<file path="src/rtl/food_spawner.sv">
// Multi-slot food manager: detects eaten food, respawns it at random free
// cells via an LFSR and a body-occupancy query, and renders a food pixel flag.
module food_spawner #(
    parameter int unsigned FIELD_W    = 34,
    parameter int unsigned FIELD_H    = 26,
    parameter int unsigned X_OFS      = 1,
    parameter int unsigned Y_OFS      = 1,
    parameter int unsigned NUM_FOOD   = 4,
    parameter int unsigned COORD_W    = 6,
    parameter int unsigned CELL_SHIFT = 4,
    parameter int unsigned H_ACTIVE   = 640,
    parameter int unsigned V_ACTIVE   = 480,
    parameter logic [15:0] LFSR_SEED  = 16'hACE1,
    parameter int unsigned MAX_TRIES  = 16
) (
    input  logic                         clk,
    input  logic                         rst_n,
    input  logic                         enable,
    input  logic                         head_valid,
    input  logic [COORD_W-1:0]           head_x,
    input  logic [COORD_W-1:0]           head_y,
    output logic                         occ_req,
    output logic [COORD_W-1:0]           occ_x,
    output logic [COORD_W-1:0]           occ_y,
    input  logic                         occ_ack,
    input  logic                         occ_hit,
    output logic [NUM_FOOD*COORD_W-1:0]  food_x,
    output logic [NUM_FOOD*COORD_W-1:0]  food_y,
    output logic [NUM_FOOD-1:0]          food_valid,
    output logic                         eat,
    output logic [2:0]                   eat_idx,
    output logic                         spawn_fail,
    input  logic [9:0]                   pix_x,
    input  logic [9:0]                   pix_y,
    output logic                         food_pix
);

    localparam int unsigned SLOT_W = (NUM_FOOD > 1) ? $clog2(NUM_FOOD) : 1;
    localparam int unsigned TRY_W  = $clog2(MAX_TRIES + 1);
    localparam int unsigned PIX_W  = 10;

    typedef enum logic [2:0] {S_IDLE, S_PICK, S_CHECK, S_QUERY, S_COMMIT} state_t;

    state_t                       state_q;
    logic [15:0]                  lfsr_q, lfsr_d;
    logic [SLOT_W-1:0]            slot_q;
    logic [TRY_W-1:0]             try_q;
    logic [COORD_W-1:0]           cand_x_q, cand_y_q;
    logic                         occ_req_q;
    logic [COORD_W-1:0]           occ_x_q, occ_y_q;
    logic [NUM_FOOD*COORD_W-1:0]  food_x_q, food_y_q;
    logic [NUM_FOOD-1:0]          food_valid_q;
    logic                         eat_q, spawn_fail_q, food_pix_q;
    logic [2:0]                   eat_idx_q;

    logic [COORD_W-1:0]           cand_x_raw_c, cand_y_raw_c;
    logic                         cand_ok_c;
    logic                         eat_hit_c, free_any_c, clash_c, pix_hit_c, pix_in_c;
    logic [SLOT_W-1:0]            eat_sel_c, free_idx_c;
    logic [PIX_W-1:0]             pix_cx_c, pix_cy_c;

    // Galois LFSR step, taps x^16+x^14+x^13+x^11+1
    assign lfsr_d = {1'b0, lfsr_q[15:1]} ^ (lfsr_q[0] ? 16'hB400 : 16'h0000);

    assign cand_x_raw_c = lfsr_q[COORD_W-1:0];
    assign cand_y_raw_c = lfsr_q[2*COORD_W-1:COORD_W];
    assign cand_ok_c    = (cand_x_raw_c < COORD_W'(FIELD_W)) && (cand_y_raw_c < COORD_W'(FIELD_H));

    assign pix_cx_c = pix_x >> CELL_SHIFT;
    assign pix_cy_c = pix_y >> CELL_SHIFT;
    assign pix_in_c = (pix_x < PIX_W'(H_ACTIVE)) && (pix_y < PIX_W'(V_ACTIVE));

    // Slot scan: lowest eaten slot, lowest free slot, candidate clash, pixel hit
    always_comb begin
        eat_hit_c  = 1'b0;
        eat_sel_c  = '0;
        free_any_c = 1'b0;
        free_idx_c = '0;
        clash_c    = (cand_x_q == head_x) && (cand_y_q == head_y);
        pix_hit_c  = 1'b0;
        for (int i = 0; i < NUM_FOOD; i++) begin
            if (!eat_hit_c && enable && head_valid && food_valid_q[i] &&
                head_x == food_x_q[i*COORD_W +: COORD_W] &&
                head_y == food_y_q[i*COORD_W +: COORD_W]) begin
                eat_hit_c = 1'b1;
                eat_sel_c = SLOT_W'(i);
            end
            if (!free_any_c && !food_valid_q[i]) begin
                free_any_c = 1'b1;
                free_idx_c = SLOT_W'(i);
            end
            if (food_valid_q[i] && SLOT_W'(i) != slot_q &&
                cand_x_q == food_x_q[i*COORD_W +: COORD_W] &&
                cand_y_q == food_y_q[i*COORD_W +: COORD_W]) begin
                clash_c = 1'b1;
            end
            if (food_valid_q[i] &&
                pix_cx_c == PIX_W'(food_x_q[i*COORD_W +: COORD_W]) &&
                pix_cy_c == PIX_W'(food_y_q[i*COORD_W +: COORD_W])) begin
                pix_hit_c = 1'b1;
            end
        end
    end

    // LFSR free-runs and the render flag is a one-cycle registered lookup
    always_ff @(posedge clk or negedge rst_n) begin
        if (!rst_n) begin
            lfsr_q     <= LFSR_SEED;
            food_pix_q <= 1'b0;
        end else begin
            lfsr_q     <= lfsr_d;
            food_pix_q <= pix_in_c && pix_hit_c;
        end
    end

    // Eat detection and spawn FSM sharing the slot registers
    always_ff @(posedge clk or negedge rst_n) begin
        if (!rst_n) begin
            state_q      <= S_IDLE;
            slot_q       <= '0;
            try_q        <= '0;
            cand_x_q     <= '0;
            cand_y_q     <= '0;
            occ_req_q    <= 1'b0;
            occ_x_q      <= '0;
            occ_y_q      <= '0;
            food_x_q     <= '0;
            food_y_q     <= '0;
            food_valid_q <= '0;
            eat_q        <= 1'b0;
            eat_idx_q    <= '0;
            spawn_fail_q <= 1'b0;
        end else begin
            eat_q        <= 1'b0;
            spawn_fail_q <= 1'b0;
            if (eat_hit_c) begin
                eat_q                   <= 1'b1;
                eat_idx_q               <= 3'(eat_sel_c);
                food_valid_q[eat_sel_c] <= 1'b0;
            end
            case (state_q)
                S_IDLE: begin
                    if (enable && free_any_c) begin
                        slot_q  <= free_idx_c;
                        try_q   <= '0;
                        state_q <= S_PICK;
                    end
                end
                S_PICK: begin
                    if (!enable) begin
                        state_q <= S_IDLE;
                    end else if (try_q >= TRY_W'(MAX_TRIES)) begin
                        spawn_fail_q <= 1'b1;
                        state_q      <= S_IDLE;
                    end else if (cand_ok_c) begin
                        cand_x_q <= cand_x_raw_c + COORD_W'(X_OFS);
                        cand_y_q <= cand_y_raw_c + COORD_W'(Y_OFS);
                        state_q  <= S_CHECK;
                    end else begin
                        try_q <= try_q + TRY_W'(1);
                    end
                end
                S_CHECK: begin
                    if (!enable) begin
                        state_q <= S_IDLE;
                    end else if (clash_c) begin
                        try_q   <= try_q + TRY_W'(1);
                        state_q <= S_PICK;
                    end else begin
                        occ_req_q <= 1'b1;
                        occ_x_q   <= cand_x_q;
                        occ_y_q   <= cand_y_q;
                        state_q   <= S_QUERY;
                    end
                end
                S_QUERY: begin
                    if (occ_ack) begin
                        occ_req_q <= 1'b0;
                        if (!enable) begin
                            state_q <= S_IDLE;
                        end else if (occ_hit) begin
                            try_q   <= try_q + TRY_W'(1);
                            state_q <= S_PICK;
                        end else begin
                            state_q <= S_COMMIT;
                        end
                    end
                end
                S_COMMIT: begin
                    if (enable) begin
                        food_x_q[slot_q*COORD_W +: COORD_W] <= cand_x_q;
                        food_y_q[slot_q*COORD_W +: COORD_W] <= cand_y_q;
                        food_valid_q[slot_q]                <= 1'b1;
                    end
                    state_q <= S_IDLE;
                end
                default: state_q <= S_IDLE;
            endcase
        end
    end

    assign occ_req    = occ_req_q;
    assign occ_x      = occ_x_q;
    assign occ_y      = occ_y_q;
    assign food_x     = food_x_q;
    assign food_y     = food_y_q;
    assign food_valid = food_valid_q;
    assign eat        = eat_q;
    assign eat_idx    = eat_idx_q;
    assign spawn_fail = spawn_fail_q;
    assign food_pix   = food_pix_q;

endmodule
</file>
<file path="config.mk">
export PLATFORM = sky130hd
export DESIGN_NAME = food_spawner
export DESIGN_NICKNAME = d
export VERILOG_FILES = /design/src/rtl/food_spawner.sv
export SDC_FILE = /design/constraint.sdc
export NUM_CORES = 1
export LEC_CHECK = 0
export ABC_AREA = 1
export BUFFER_PORTS_ARGS = -buffer_cell sky130_fd_sc_hd__buf_2
export CORE_MARGIN = 10
export CORE_UTILIZATION = 53
export DETAILED_ROUTE_END_ITERATION = 8
export GPL_TIMING_DRIVEN = 0
export MAX_ROUTING_LAYER = met4
export PLACE_DENSITY_LB_ADDON = 0.05
export REMOVE_ABC_BUFFERS = 1
export SYNTH_ARGS = -nofsm -noshare
export SYNTH_HDL_FRONTEND = slang
export SYNTH_SLANG_ARGS = --single-unit
</file>
<file path="constraint.sdc">
create_clock -name clk -period 2.6 [get_ports clk]
set_input_delay 0.26 -clock clk [delete_from_list [all_inputs] [get_ports clk]]
set_output_delay 0.26 -clock clk [all_outputs]
set_load 0.01 [all_outputs]
</file>
==> results.yml <==
run_status:
  status: "finished, violations left"
  violations: "setup timing"
global_route:
  grt_max_degree: 58
  grt_antenna_before_repair: 0
  grt_pass1_vias: 7453
  grt-ovfl-total: 0
  grt_pass1_wl_mm: 46.60
  grtUsageTotal_pct: 32.32
floorplan:
  dieArea_um2: 19060
  die_w_um: 138.1
  die_h_um: 138.1
  ios: 109
  row_count: 43
  start_util_pct: 53.63
  core_area_um2: 13770
sta:
  slew_viol_final: 0
  fin_crit_sh_pct: 102.4
  min_period_ns: 2.662
  fin_ws_ns: -0.06219
  setup_tns_ns: -0.3624
  worst_pin_slew_ns: 0.8090
  rsz0062_at_grt: "yes"
  slew_headroom_pct: 45.50
  hold_viol_final: 0
  max_freq_mhz: 375.6
  worst_clock_skew_ns: 0.01337
  setup_viol: 12
clock_tree:
  cts_tree: "yes"
  numCtsBuffers: 9
  clk_latency_ns: 0.38
  htree_levels: 3
  cts_sinks: 108
  cts-root-buf: "clkbuf_16"
  clock_path_buffers: 2
  clkTransAtPathRegs_ns: 0.09
route:
  first_pass_iters: 6
  finalWirelength_mm: 32.04
  wl_met1_mm: 12.56
  drt_iter0_markers: 1419
  ant_nets: 0
  drcViolationCount: 0
  viasPerCell: 6.261
  wl_per_cell_um: 24.55
  vias: 8171
  routed.top_layer: "met4"
  route.met3.wl_mm: 4.465
  dr_wl_met2_mm: 13.11
final_layout:
  seq_area_um2: 2716
  area_growth_pct: 14.45
  antenna_cells: 0
  fill_cells: 1318
  drive_gt1_share_pct: 18.84
  nets: 1170
  multi_input_area_um2: 4108
  stdcell_count: 1305
yosys:
  synthCells: 1037
  ys_ff_latch: 108
  ys.warnings.count: 0
  synth_cell_types: 45
  synth_area_um2: 7387
  yosysSeqAreaShare_pct: 36.72
  syn_avg_cell_area_um2: 7.124
worst_setup_path:
  slowest_delay_ns: 0.59
  cp_num_cells: 9
  critical-path-top-delay-family: "buffers and inverters"
  reg2reg_depth: 9
  required_ns: 2.84
  critPathBufInv: 4
  critPathKind: "reg -> reg"
  cp_slowest_cell: "dfrtp_4"
  endpoint_kind: "register"
  crit_path_cell_trace: "inv_8 -> ha_2 -> nand2_1 -> inv_1 -> nor2_4 -> clkinvlp_4 -> buf_4 -> a21oi_2 -> o22ai_1"
  cp-start-kind: "register"
  cp_max_fo: 27
  critPathArrivalTime_ns: 2.90
run:
  drv_cap: 0
pwr:
  vdd_drop_max_uv: 555.9
  p_per_area_nw_per_um2: 1008
  leakage_nw: 4.164
place:
  pre_cts_ws_ns: -1.527
  place_hpwl_mm: 23.44
  gp_congestion: 1.158
  io_buffer_count: 99
  dp.cells: 1281
min_path:
  hp-class: "in -> reg"
  whs_path_depth: 2
-- metal layers --
| metal | vias to the layer above | track usage (%) |
|---|---|---|
| li1 | 3565 | - |
| met1 | 3733 | 42.35 |
| met2 | 730 | 45.28 |
| met3 | 143 | 8.836 |
| met4 | 0 | 15.26 |
| met5 | - | - |
-- layout make-up --
class,count,area share (%)
well taps,180,2.664
clock buffers,9,2.664
flip-flops and latches,108,32.13
multi-input cells,765,48.59
clock inverters,7,1.080
repair buffers,107,7.015
inverters,129,5.861
-- cells in the mapped netlist (all sizes together) --
cell,number,area share [%]
nand2,313,16
inv,128,6.5
dfrtp,100,34
nor2,97,5.5
o21ai,65,5.1
o22ai,62,5.3
a21oi,41,2.9
nand3,38,2.7
xnor2,37,4.4
buf,27,2.3
nand4,16,1.4
nor3,15,1.1
xor2,15,1.8
ha,12,2.0
clkbuf,9,0.46
dfstp,8,2.8
o32ai,8,0.95
or2,8,0.68
a32oi,5,0.59
o31ai,5,0.51
a22oi,4,0.41
a31oi,4,0.34
nand3b,4,0.41
nor4,4,0.34
o211ai,4,0.41
mux2i,3,0.41
a211oi,1,0.10
clkinv,1,0.051
conb,1,0.051
o221ai,1,0.12
or3,1,0.085
-- cell families (layout without fill, tap and decap cells) --
kind of cell | Yosys count | in the layout | synth area share (%)
simple gates | 496 | 497 | 28.62
compound gates | 200 | 200 | 16.72
buf+inv | 165 | 252 | 9.282
flops | 108 | 108 | 36.72
xor+xnor | 52 | 52 | 6.165
fa+ha+maj | 12 | 12 | 2.032
mux | 3 | 3 | 0.4065
other cells | 1 | 1 | 0.05076
-- state kept, by name, indices dropped and copies added (netlist names), 3 cells and up --
signal	flops
lfsr_q	16
state_q	3
occ_x	6
cand_x_q	6
food_y	24
food_valid	4
occ_y	6
cand_y_q	6
food_x	24
try_q	5
-- metrics by stage --
stage | hold WS, ns | util [%] | total power (W) | cell area, um2
6_report | 0.06284 | 61.38 | 0.008523 | 8454
3_5_place_dp | 0.3589 | 57.62 | 0.006342 | 7936
5_1_grt | 0.08828 | 61.38 | 0.008882 | 8454
3_3_place_gp | 0.3365 | 57.40 | 0.006335 | 7906
2_1_floorplan | -0.03559 | - | 0.004844 | 7186
4_1_cts | 0.06469 | 60.83 | 0.008139 | 8378
-- power by group --
| group | switching [W] | total, W | internal [W] |
|---|---|---|---|
| sequential | 0.000696 | 0.00272 | 0.00203 |
| combinational | 0.00287 | 0.00431 | 0.00144 |
| clock | 0.000794 | 0.00149 | 0.000699 |
| total | 0.00436 | 0.00852 | 0.00417 |
-- placed cells by master, fill, tap and decap left out, types with 10 or more instances in the layout --
master and n:
a21oi_1 34, buf_2 98, dfrtp_1 99, ha_1 10
inv_1 109, inv_2 17, nand2_1 300, nand2_2 12
nand3_1 36, nand4_1 15, nor2_1 87, nor3_1 14
o21ai_0 44, o21ai_2 14, o22ai_1 61, xnor2_1 36
xor2_1 15
-- worst reg2reg max path, cell delays in order (launching register included) --
cell and delay (ns):
dfrtp_4 0.59, inv_8 0.20, ha_2 0.42, nand2_1 0.19, inv_1 0.15, nor2_4 0.23, clkinvlp_4 0.12, buf_4 0.17
a21oi_2 0.31, o22ai_1 0.16
-- worst paths after layout --
path / startpoint / to / slack, ns
setup / recovery: slot_q[0]$_DFFE_PN0P_ / food_x[8]$_DFFE_PN0P_ / -0.06
hold / removal: occ_hit / state_q[2]$_DFFE_PN0P_ / 0.06
setup reg to reg: slot_q[0]$_DFFE_PN0P_ / food_x[8]$_DFFE_PN0P_ / -0.06
hold reg to reg: lfsr_q[12]$_DFF_PN0_ / lfsr_q[11]$_DFF_PN1_ / 0.37
max in group asynchronous: rst_n / lfsr_q[0]$_DFF_PN1_ / 1.34
min in group asynchronous: rst_n / occ_y[0]$_DFFE_PN0P_ / 0.50
-- what timing repair did --
item / CTS / global route
setup buffers: 6 / 0
hold buffers: 1 / 0
cloned: 0 / 1
endpoints found under the setup margin: 68 / 30
pin swaps: 1 / 2
resized for setup: 16 / 15
hold endpoints to repair: 19 / 0
No activity file was read; power rests on OpenSTA's default activity.
